## src/rtl/sw_pkg.sv

```systemverilog
`default_nettype none
// =============================================================================
// sw_pkg : shared constants and types for the Smith-Waterman query feeder
// Rev 1.0
// =============================================================================
package sw_pkg;

    localparam int SYM_W         = 2;
    localparam int WORD_W        = 32;
    localparam int SYMS_PER_WORD = 16;

    typedef enum logic [1:0] {
        NT_A = 2'd0,
        NT_C = 2'd1,
        NT_G = 2'd2,
        NT_T = 2'd3
    } nucleotide_e;

    typedef enum logic [1:0] {
        ST_IDLE = 2'd0,
        ST_RUN  = 2'd1,
        ST_DONE = 2'd2
    } feeder_state_e;

endpackage
`default_nettype wire

```

## src/rtl/sw_y_feeder.sv

```systemverilog
`default_nettype none
// =============================================================================
// sw_y_feeder : pops packed query words, streams one nucleotide per cycle
// Rev 1.0
// =============================================================================
module sw_y_feeder
    import sw_pkg::*;
#(
    parameter int LEN_W = 16
) (
    input  logic             clk,
    input  logic             rst,
    input  logic             start,
    input  logic [LEN_W-1:0] seq_len,
    input  logic [31:0]      fifo_dout,
    input  logic             fifo_empty,
    output logic             fifo_rd_en,
    output logic [1:0]       y_o,
    output logic             valid_o,
    output logic             busy_o,
    output logic             done_o,
    output logic             underrun_o
);

    localparam int SH    = $clog2(SYMS_PER_WORD);
    localparam int CNT_W = LEN_W - SH + 1;
    localparam int SRC_W = $clog2(SYMS_PER_WORD + 1);

    feeder_state_e     r_state;
    feeder_state_e     w_state_nxt;
    logic [LEN_W-1:0]  r_syms_left;
    logic [CNT_W-1:0]  r_words_left;
    logic [CNT_W-1:0]  w_words_init;
    logic [WORD_W-1:0] r_sr;
    logic [WORD_W-1:0] r_nxt;
    logic [SRC_W-1:0]  r_sr_cnt;
    logic              r_nxt_vld;
    logic              r_rd_pend;
    logic              r_started;
    logic              r_underrun;
    logic              w_emit;
    logic              w_sr_free;
    logic              w_rd;

    assign w_words_init = CNT_W'(seq_len >> SH) + CNT_W'(seq_len[SH-1:0] != '0);

    always_comb begin
        w_state_nxt = r_state;
        w_emit      = (r_state == ST_RUN) && (r_sr_cnt != '0) && (r_syms_left != '0);
        w_sr_free   = (r_sr_cnt == '0) || (w_emit && (r_sr_cnt == SRC_W'(1)));
        w_rd        = (r_state == ST_RUN) && (r_words_left != '0) && !fifo_empty
                      && !r_rd_pend && (w_sr_free || !r_nxt_vld);
        case (r_state)
            ST_IDLE: if (start) w_state_nxt = (seq_len == '0) ? ST_DONE : ST_RUN;
            ST_RUN:  if (w_emit && (r_syms_left == LEN_W'(1))) w_state_nxt = ST_DONE;
            ST_DONE: w_state_nxt = ST_IDLE;
            default: w_state_nxt = ST_IDLE;
        endcase
        fifo_rd_en = w_rd;
        valid_o    = w_emit;
        y_o        = w_emit ? r_sr[SYM_W-1:0] : '0;
        busy_o     = (r_state != ST_IDLE);
        done_o     = (r_state == ST_DONE);
        underrun_o = r_underrun;
    end

    always_ff @(posedge clk) begin
        if (!rst) begin
            r_state      <= ST_IDLE;
            r_syms_left  <= '0;
            r_words_left <= '0;
            r_sr         <= '0;
            r_nxt        <= '0;
            r_sr_cnt     <= '0;
            r_nxt_vld    <= 1'b0;
            r_rd_pend    <= 1'b0;
            r_started    <= 1'b0;
            r_underrun   <= 1'b0;
        end else begin
            r_state   <= w_state_nxt;
            r_rd_pend <= w_rd;
            if (r_state == ST_IDLE) begin
                if (start) begin
                    r_syms_left  <= seq_len;
                    r_words_left <= w_words_init;
                    r_underrun   <= 1'b0;
                    r_started    <= 1'b0;
                end
                r_sr_cnt  <= '0;
                r_nxt_vld <= 1'b0;
            end else if (r_state == ST_DONE) begin
                // Leftover symbols of a partial last word are dropped here.
                r_sr_cnt  <= '0;
                r_nxt_vld <= 1'b0;
            end else begin
                if (w_rd) r_words_left <= r_words_left - CNT_W'(1);
                if (w_emit) begin
                    r_syms_left <= r_syms_left - LEN_W'(1);
                    r_started   <= 1'b1;
                end else if (r_started && (r_syms_left != '0)) begin
                    r_underrun <= 1'b1;
                end
                // SR refills from NXT first so word order is preserved.
                if (w_sr_free) begin
                    if (r_nxt_vld) begin
                        r_sr      <= r_nxt;
                        r_sr_cnt  <= SRC_W'(SYMS_PER_WORD);
                        r_nxt_vld <= r_rd_pend;
                        if (r_rd_pend) r_nxt <= fifo_dout;
                    end else if (r_rd_pend) begin
                        r_sr     <= fifo_dout;
                        r_sr_cnt <= SRC_W'(SYMS_PER_WORD);
                    end else begin
                        r_sr_cnt <= '0;
                    end
                end else begin
                    if (w_emit) begin
                        r_sr     <= r_sr >> SYM_W;
                        r_sr_cnt <= r_sr_cnt - SRC_W'(1);
                    end
                    if (r_rd_pend) begin
                        r_nxt     <= fifo_dout;
                        r_nxt_vld <= 1'b1;
                    end
                end
            end
        end
    end

endmodule
`default_nettype wire

```

## config.mk

```make
export PLATFORM = sky130hd
export DESIGN_NAME = sw_y_feeder
export DESIGN_NICKNAME = d
export VERILOG_FILES = /design/src/rtl/sw_pkg.sv /design/src/rtl/sw_y_feeder.sv
export SDC_FILE = /design/constraint.sdc
export NUM_CORES = 1
export LEC_CHECK = 0
export BUFFER_PORTS_ARGS = -buffer_cell sky130_fd_sc_hd__buf_2
export CAP_MARGIN = 20
export CORE_UTILIZATION = 40
export CTS_CLUSTER_DIAMETER = 30
export DETAILED_ROUTE_END_ITERATION = 8
export GPL_ROUTABILITY_DRIVEN = 1
export PLACE_DENSITY = 0.67
export REMOVE_ABC_BUFFERS = 1
export SETUP_SLACK_MARGIN = 0.3
export SYNTH_ARGS = -nofsm -noshare
export SYNTH_HDL_FRONTEND = slang
export SYNTH_SLANG_ARGS = --single-unit
```

## constraint.sdc

```tcl
create_clock -name clk -period 2.17 [get_ports clk]
set_input_delay 0.3255 -clock clk [delete_from_list [all_inputs] [get_ports clk]]
set_output_delay 0.3255 -clock clk [all_outputs]
set_load 0.005 [all_outputs]
```

---- After elaboration in Yosys (flattened, before gate mapping) ----
Index checks and enable logic that the tools add are counted.
storage, ports and cells
  bits in registers ....................... 104
  input port bits ......................... 52
  logic and storage cells ................. 96
operators by class
  add/sub/neg operators ................... 4
  eq/ne operators ......................... 10
  multiplexer cells ....................... 35
  bitwise logic cells ..................... 3
  reduce and logical (&&, ||, !) cells .... 34
operators by type and width
  cell                                                                  number
  32-bit 2-to-1 mux                                                     7
  16-bit 2-to-1 mux                                                     4
  13-bit 2-to-1 mux                                                     4
  5-bit 2-to-1 mux                                                      4
  16-bit by 1-bit == test with 1-bit output, second input constant      1
  16-bit zero test                                                      1
  16-bit nonzero test                                                   1
  16-bit by 1-bit subtractor with 16-bit output, second input constant  1
  12-bit by 1-bit adder with 13-bit output                              1
  13-bit nonzero test                                                   1
  13-bit by 1-bit subtractor with 13-bit output, second input constant  1
  2-bit nonzero test                                                    6
  1-bit 2-to-1 mux                                                      11
  1-bit logical AND                                                     9
  3-bit AND reduction                                                   3
  2-bit 2-to-1 mux                                                      4
  4-bit AND reduction                                                   2
  2-bit by 1-bit != test with 1-bit output, second input constant       3
  5-bit by 1-bit == test with 1-bit output, second input constant       1
  5-bit zero test                                                       1
  5-bit nonzero test                                                    1
  5-bit by 1-bit subtractor with 5-bit output, second input constant    1
  2-bit != test, second input constant                                  2
  2-bit case mux with 2 select lines                                    1
  10 further kinds                                                      15

---- Depth between registers and ports, before layout ----
  word-level depth ........................ 10
  gate-level depth with buffers ........... 9

---- Worst setup path after synthesis ----
OpenSTA, ideal clock, no wires.
  path type ............................... input port to flip-flop
  start ................................... in seq_len[0]
  end ..................................... reg r_words_left[6]
  library setup time ...................... 0.132 ns
  arrival time ............................ 2.034 ns
  setup slack ............................. 0.004 ns
  stages .................................. 8
  path through ............................ or4_1 ha_1 ha_1 nand4_1 or3_1 nand3_1 a221oi_1 o22ai_1
on the way
  longest elaborated chain between the ends .. 4
RTL lines
  what                                      RTL line           text
  from (decl)                               sw_y_feeder.sv:14  input logic [LEN_W-1:0] seq_len,
  4-bit nonzero test                        sw_y_feeder.sv:45  assign w_words_init = CNT_W'(seq_len >> SH) + CNT_W'(seq_len[SH-1:0] != '0);
  12-bit by 1-bit adder with 13-bit output  sw_y_feeder.sv:45
  13-bit 2-to-1 mux                         sw_y_feeder.sv:83  if (start) begin
  13-bit 2-to-1 mux                         sw_y_feeder.sv:82  if (r_state == ST_IDLE) begin
  to (signal assigned)                      sw_y_feeder.sv:85  r_words_left <= w_words_init;
  to (signal assigned)                      sw_y_feeder.sv:96  if (w_rd) r_words_left <= r_words_left - CNT_W'(1);
  to (decl)                                 sw_y_feeder.sv:32  logic [CNT_W-1:0] r_words_left;
Every way passes these cells. The select of a mux whose other input is x is not followed.
A chain may end at the register's enable or synchronous reset.

---- Final worst setup path ----
  start ................................... reg r_sr_cnt[0]
  end ..................................... out fifo_rd_en
on the way
  longest elaborated chain between the ends .. 7
RTL lines
  what                            RTL line            text
  from (decl)                     sw_y_feeder.sv:36   logic [SRC_W-1:0] r_sr_cnt;
  from (signal assigned)          sw_y_feeder.sv:107  r_sr_cnt <= SRC_W'(SYMS_PER_WORD);
  from (signal assigned)          sw_y_feeder.sv:112  r_sr_cnt <= SRC_W'(SYMS_PER_WORD);
  from (signal assigned)          sw_y_feeder.sv:119  r_sr_cnt <= r_sr_cnt - SRC_W'(1);
  5-bit nonzero test              sw_y_feeder.sv:49   w_emit = (r_state == ST_RUN) && (r_sr_cnt != '0) && (r_syms_left != '0);
  1-bit logical AND (2 in a row)  sw_y_feeder.sv:49
  1-bit logical AND               sw_y_feeder.sv:50   w_sr_free = (r_sr_cnt == '0) || (w_emit && (r_sr_cnt == SRC_W'(1)));
  1-bit logical OR *              sw_y_feeder.sv:50
  1-bit logical OR *              sw_y_feeder.sv:52   && !r_rd_pend && (w_sr_free || !r_nxt_vld);
  1-bit logical AND *             sw_y_feeder.sv:52
  to (decl)                       sw_y_feeder.sv:17   output logic fifo_rd_en,
Every way passes the cells marked *; elsewhere a longest branch is shown, timed or not.

==> run summary <==
For this design the top-level I/O count stands at 59. The average footprint of a synthesized cell was 8.72 um^2; the total negative slack was -1.09 ns. The first global-routing pass estimated 27,600 um of wire. The synthesized design contains 0 enable-type register cells. In this design, the stage delay of the slowest critical-path cell is 0.46 ns. Maximum root-to-sink buffer count: 2.

The endpoint kind of the worst setup timing path is a primary output. Summed over all layers, the global routing overflow is 0. For the number of clock sinks seen by CTS, the log shows 104.

In this run the core area contains 44 standard-cell rows. The tools report the core footprint as 14,500 um^2. The share of post-route cells with drive strength above 1 works out to 0.349.

The post-placement worst setup slack was -0.207 ns; the number of maximum-capacitance constraint violations was 0. The via count of the first global-routing pass is 5,532. The starting density of the core came out at 0.409. From left edge to right edge, the die measures 124 um.

Counting every instance in the synthesized netlist gives 679. At the pin with the least slew margin, the transition time is 0.629 ns. The full die area is 15,300 um^2, and the number of warning messages in the yosys log is 0. Netlist area before placement: 5920 um^2. Setup violations remaining at the end of the flow were counted as 31.

The number of antenna diodes in the final layout is 0. The count of input and output buffers was 58. The min-delay analysis places its worst path in the category input pin to flip-flop. The tools report the clock tree root driver cell as sky130_fd_sc_hd__clkbuf_16. The H-tree was split into 3 levels. Global-route total usage across every layer: 0.231. TritonCTS built the clock tree.

The data required time of the critical path came out at 1.84 ns. In the routed design, unresolved DRC markers number 0. The run gives 0.433 GHz as the maximum clock frequency. After the last flow step, the layout net total stands at 859. The growth of design area from synthesis to finish came out at 34.2%. The number of buffers created by CTS came out at 9. The tools report the remaining number of nets flagged by the antenna check after routing as 0. The final number of max-transition violations was 0; the minimum setup slack in the final design was -0.138 ns. The initial antenna violation count is 0.

The final core utilization was 0.549. For the final database, setup skew stands at 0.00826 ns. The commonest cells after synthesis are sky130_fd_sc_hd__dfxtp_1 (104), sky130_fd_sc_hd__nand2_1 (102), sky130_fd_sc_hd__mux2i_1 (65). Detailed routing inserted a total of 5,794 vias. In this run the static leakage power is 3.21 nW. In this run the vertical extent of the chip is 124 um. At the end of routability-driven placement, the weighted congestion stood at 0.888. The worst-path maximum fanout was 3. Walking the worst path, the cells encountered are inv_4 > ha_4 > or4b_4 > nand4_1 > o21ai_2 > a21oi_2 > buf_2. After detailed placement, the total cell area comes to 6620 um^2.

Clock-pin slew was measured on the worst setup and hold paths at 0.08 ns. Across the VDD grid, the largest voltage drop is 580 uV. The critical path is of the flip-flop to primary output type. For this run, the detailed router's first-pass iteration total came to 5. The async set or reset register ratio after synthesis was 0. The starting DRC count in detailed routing was 511. The smallest clock period supported by the final layout is computed as 2.31 ns. The half-perimeter wire length after detailed placement is 10,800 um. The synthesized design spends more area on one cell type than any other, namely sky130_fd_sc_hd__dfxtp_1. Data on the critical path arrives at its endpoint at 1.98 ns.

By area the synthesized netlist is led by sky130_fd_sc_hd__dfxtp_1 (35%), sky130_fd_sc_hd__mux2i_1 (11%), sky130_fd_sc_hd__nand2_1 (6.5%), sky130_fd_sc_hd__mux2_2 (6.1%), sky130_fd_sc_hd__o2bb2ai_1 (4.4%). For the total count of hold-check failures in the final report, the log shows 0. The share of the cycle needed by the critical path after routing works out to 1.06. Among all flip-flop cells after synthesis, the most frequent one is sky130_fd_sc_hd__dfxtp_1. The mean routed wirelength per cell is 18.0 um. For the largest net degree at the start of global routing, the log shows 61. The headroom to the max-slew limit is 0.580, and the average via count per standard cell is 5.88. The synthesized design contains 104 register bits. The later pin in the worst-skew pair is clocked with a latency of 0.36 ns.

STA classifies the critical path startpoint as a flip-flop. Once layout is done, the placed cells without fillers occupy 7950 um^2. The run gives 986 as the count of non-filler cells in the finished layout.

Most used standard cell by instance count after synthesis: sky130_fd_sc_hd__dfxtp_1. Setup repair after global routing could not meet its margin everywhere. The run finished, with violations left. Share of the synthesized area in the top cell type: 0.351.

The cell with the biggest individual delay on the critical path was sky130_fd_sc_hd__or4b_4. The netlist uses 62 different library cells. For the number of placed instances with taps included, the log shows 919. The portion of the post-synthesis area used by sequential elements was 0.351; the routed wire length was 17,700 um.

The checks that failed: negative setup slack. Dividing total power by cell area gives a power density of 671 nW/um^2.
[cells by family after synthesis]
logic type | share of synthesized area
mux | 0.171
compound gates | 0.192
buf+inv | 0.0496
flops | 0.352
fa+ha+maj | 0.0211
xor+xnor | 0.0133
simple gates | 0.201
[per-layer routing]
metal | GRT usage | vias up | share of wire
met1 | 0.281 | 2801 | 0.42
met3 | 0.0549 | 39 | 0.073
li1 | - | 2738 | -
met5 | 0 | - | 0
met4 | 0.0745 | 0 | 0.021
met2 | 0.397 | 216 | 0.49
[critical path: cells and delay by family, from the launching register on]
family,cells,cell delay [ns]
compound gates,2,0.33
simple gates,2,0.61
fa+ha+maj,1,0.12
buf+inv,2,0.22
flops,1,0.34
[placed cells by master (no fill, tap or decap), types with 8 or more instances in the layout]
cell type / synthesis / layout
sky130_fd_sc_hd__a21oi_1: 37 / 27
sky130_fd_sc_hd__a21oi_2: 1 / 8
sky130_fd_sc_hd__buf_12: 0 / 8
sky130_fd_sc_hd__buf_2: 10 / 56
sky130_fd_sc_hd__buf_4: 0 / 60
sky130_fd_sc_hd__buf_6: 7 / 17
sky130_fd_sc_hd__clkbuf_16: 0 / 11
sky130_fd_sc_hd__dfxtp_1: 104 / 91
sky130_fd_sc_hd__dfxtp_2: 0 / 12
sky130_fd_sc_hd__inv_1: 15 / 11
sky130_fd_sc_hd__mux2_2: 32 / 32
sky130_fd_sc_hd__mux2i_1: 65 / 65
sky130_fd_sc_hd__nand2_1: 102 / 100
sky130_fd_sc_hd__nand3_1: 16 / 16
sky130_fd_sc_hd__nor2_1: 29 / 25
sky130_fd_sc_hd__nor3_1: 17 / 14
sky130_fd_sc_hd__nor4_1: 9 / 9
sky130_fd_sc_hd__o21ai_0: 30 / 20
sky130_fd_sc_hd__o21ai_2: 0 / 9
sky130_fd_sc_hd__o2bb2ai_1: 30 / 30
[state kept, by name, summed over array words and instances (netlist names)]
signal,cells
r_nxt,32
r_nxt_vld,1
r_rd_pend,1
r_sr,32
r_sr_cnt,5
r_started,1
r_state,2
r_syms_left,16
r_words_left,13
underrun_o,1
[where the power goes]
group / switching (mW) / leakage [nW] / total [mW] / internal [mW]
Sequential: 0.112 / 0.848 / 2.10 / 1.99
Combinational: 0.801 / 2.21 / 1.48 / 0.679
Clock: 0.831 / 0.148 / 1.75 / 0.923
[layout make-up]
class                      instances  area, um^2
timing repair buffer             152        1320
clock buffer                       9         225
tap                              184         230
fill                            1225        6530
sequential                       104        2100
multi-input combinational        514        3920
clock inverter                     7        87.6
inverter                          16        67.6
[path summary, 6_finish.rpt]
path                endpoint  slack (ns)      startpoint  depth (start not counted)
hold reg to reg    r_nxt[13]        0.46       r_nxt[13]                          2
hold / removal     r_nxt[29]        0.21   fifo_dout[29]                          3
setup / recovery  fifo_rd_en       -0.14     r_sr_cnt[0]                          7
setup reg to reg   r_nxt[27]       -0.07  r_syms_left[6]                          8
[stage by stage]
step / hold WS, ns / power [mW]
2_1_floorplan: 0.424 / 2.80
3_3_place_gp: 0.438 / 3.17
3_5_place_dp: 0.446 / 3.20
4_1_cts: 0.204 / 5.21
5_1_grt: 0.216 / 5.56
6_report: 0.213 / 5.33
[what timing repair did]
| action | CTS | global route |
|---|---|---|
| setup buffers | 25 | 20 |
| pin swaps | 33 | 21 |
| hold buffers | 0 | 0 |
| gates cloned | 4 | 2 |
| endpoints found under the setup margin | 104 | 107 |
| resized for setup | 89 | 42 |
Note: power is estimated with default switching activity, not from simulation.
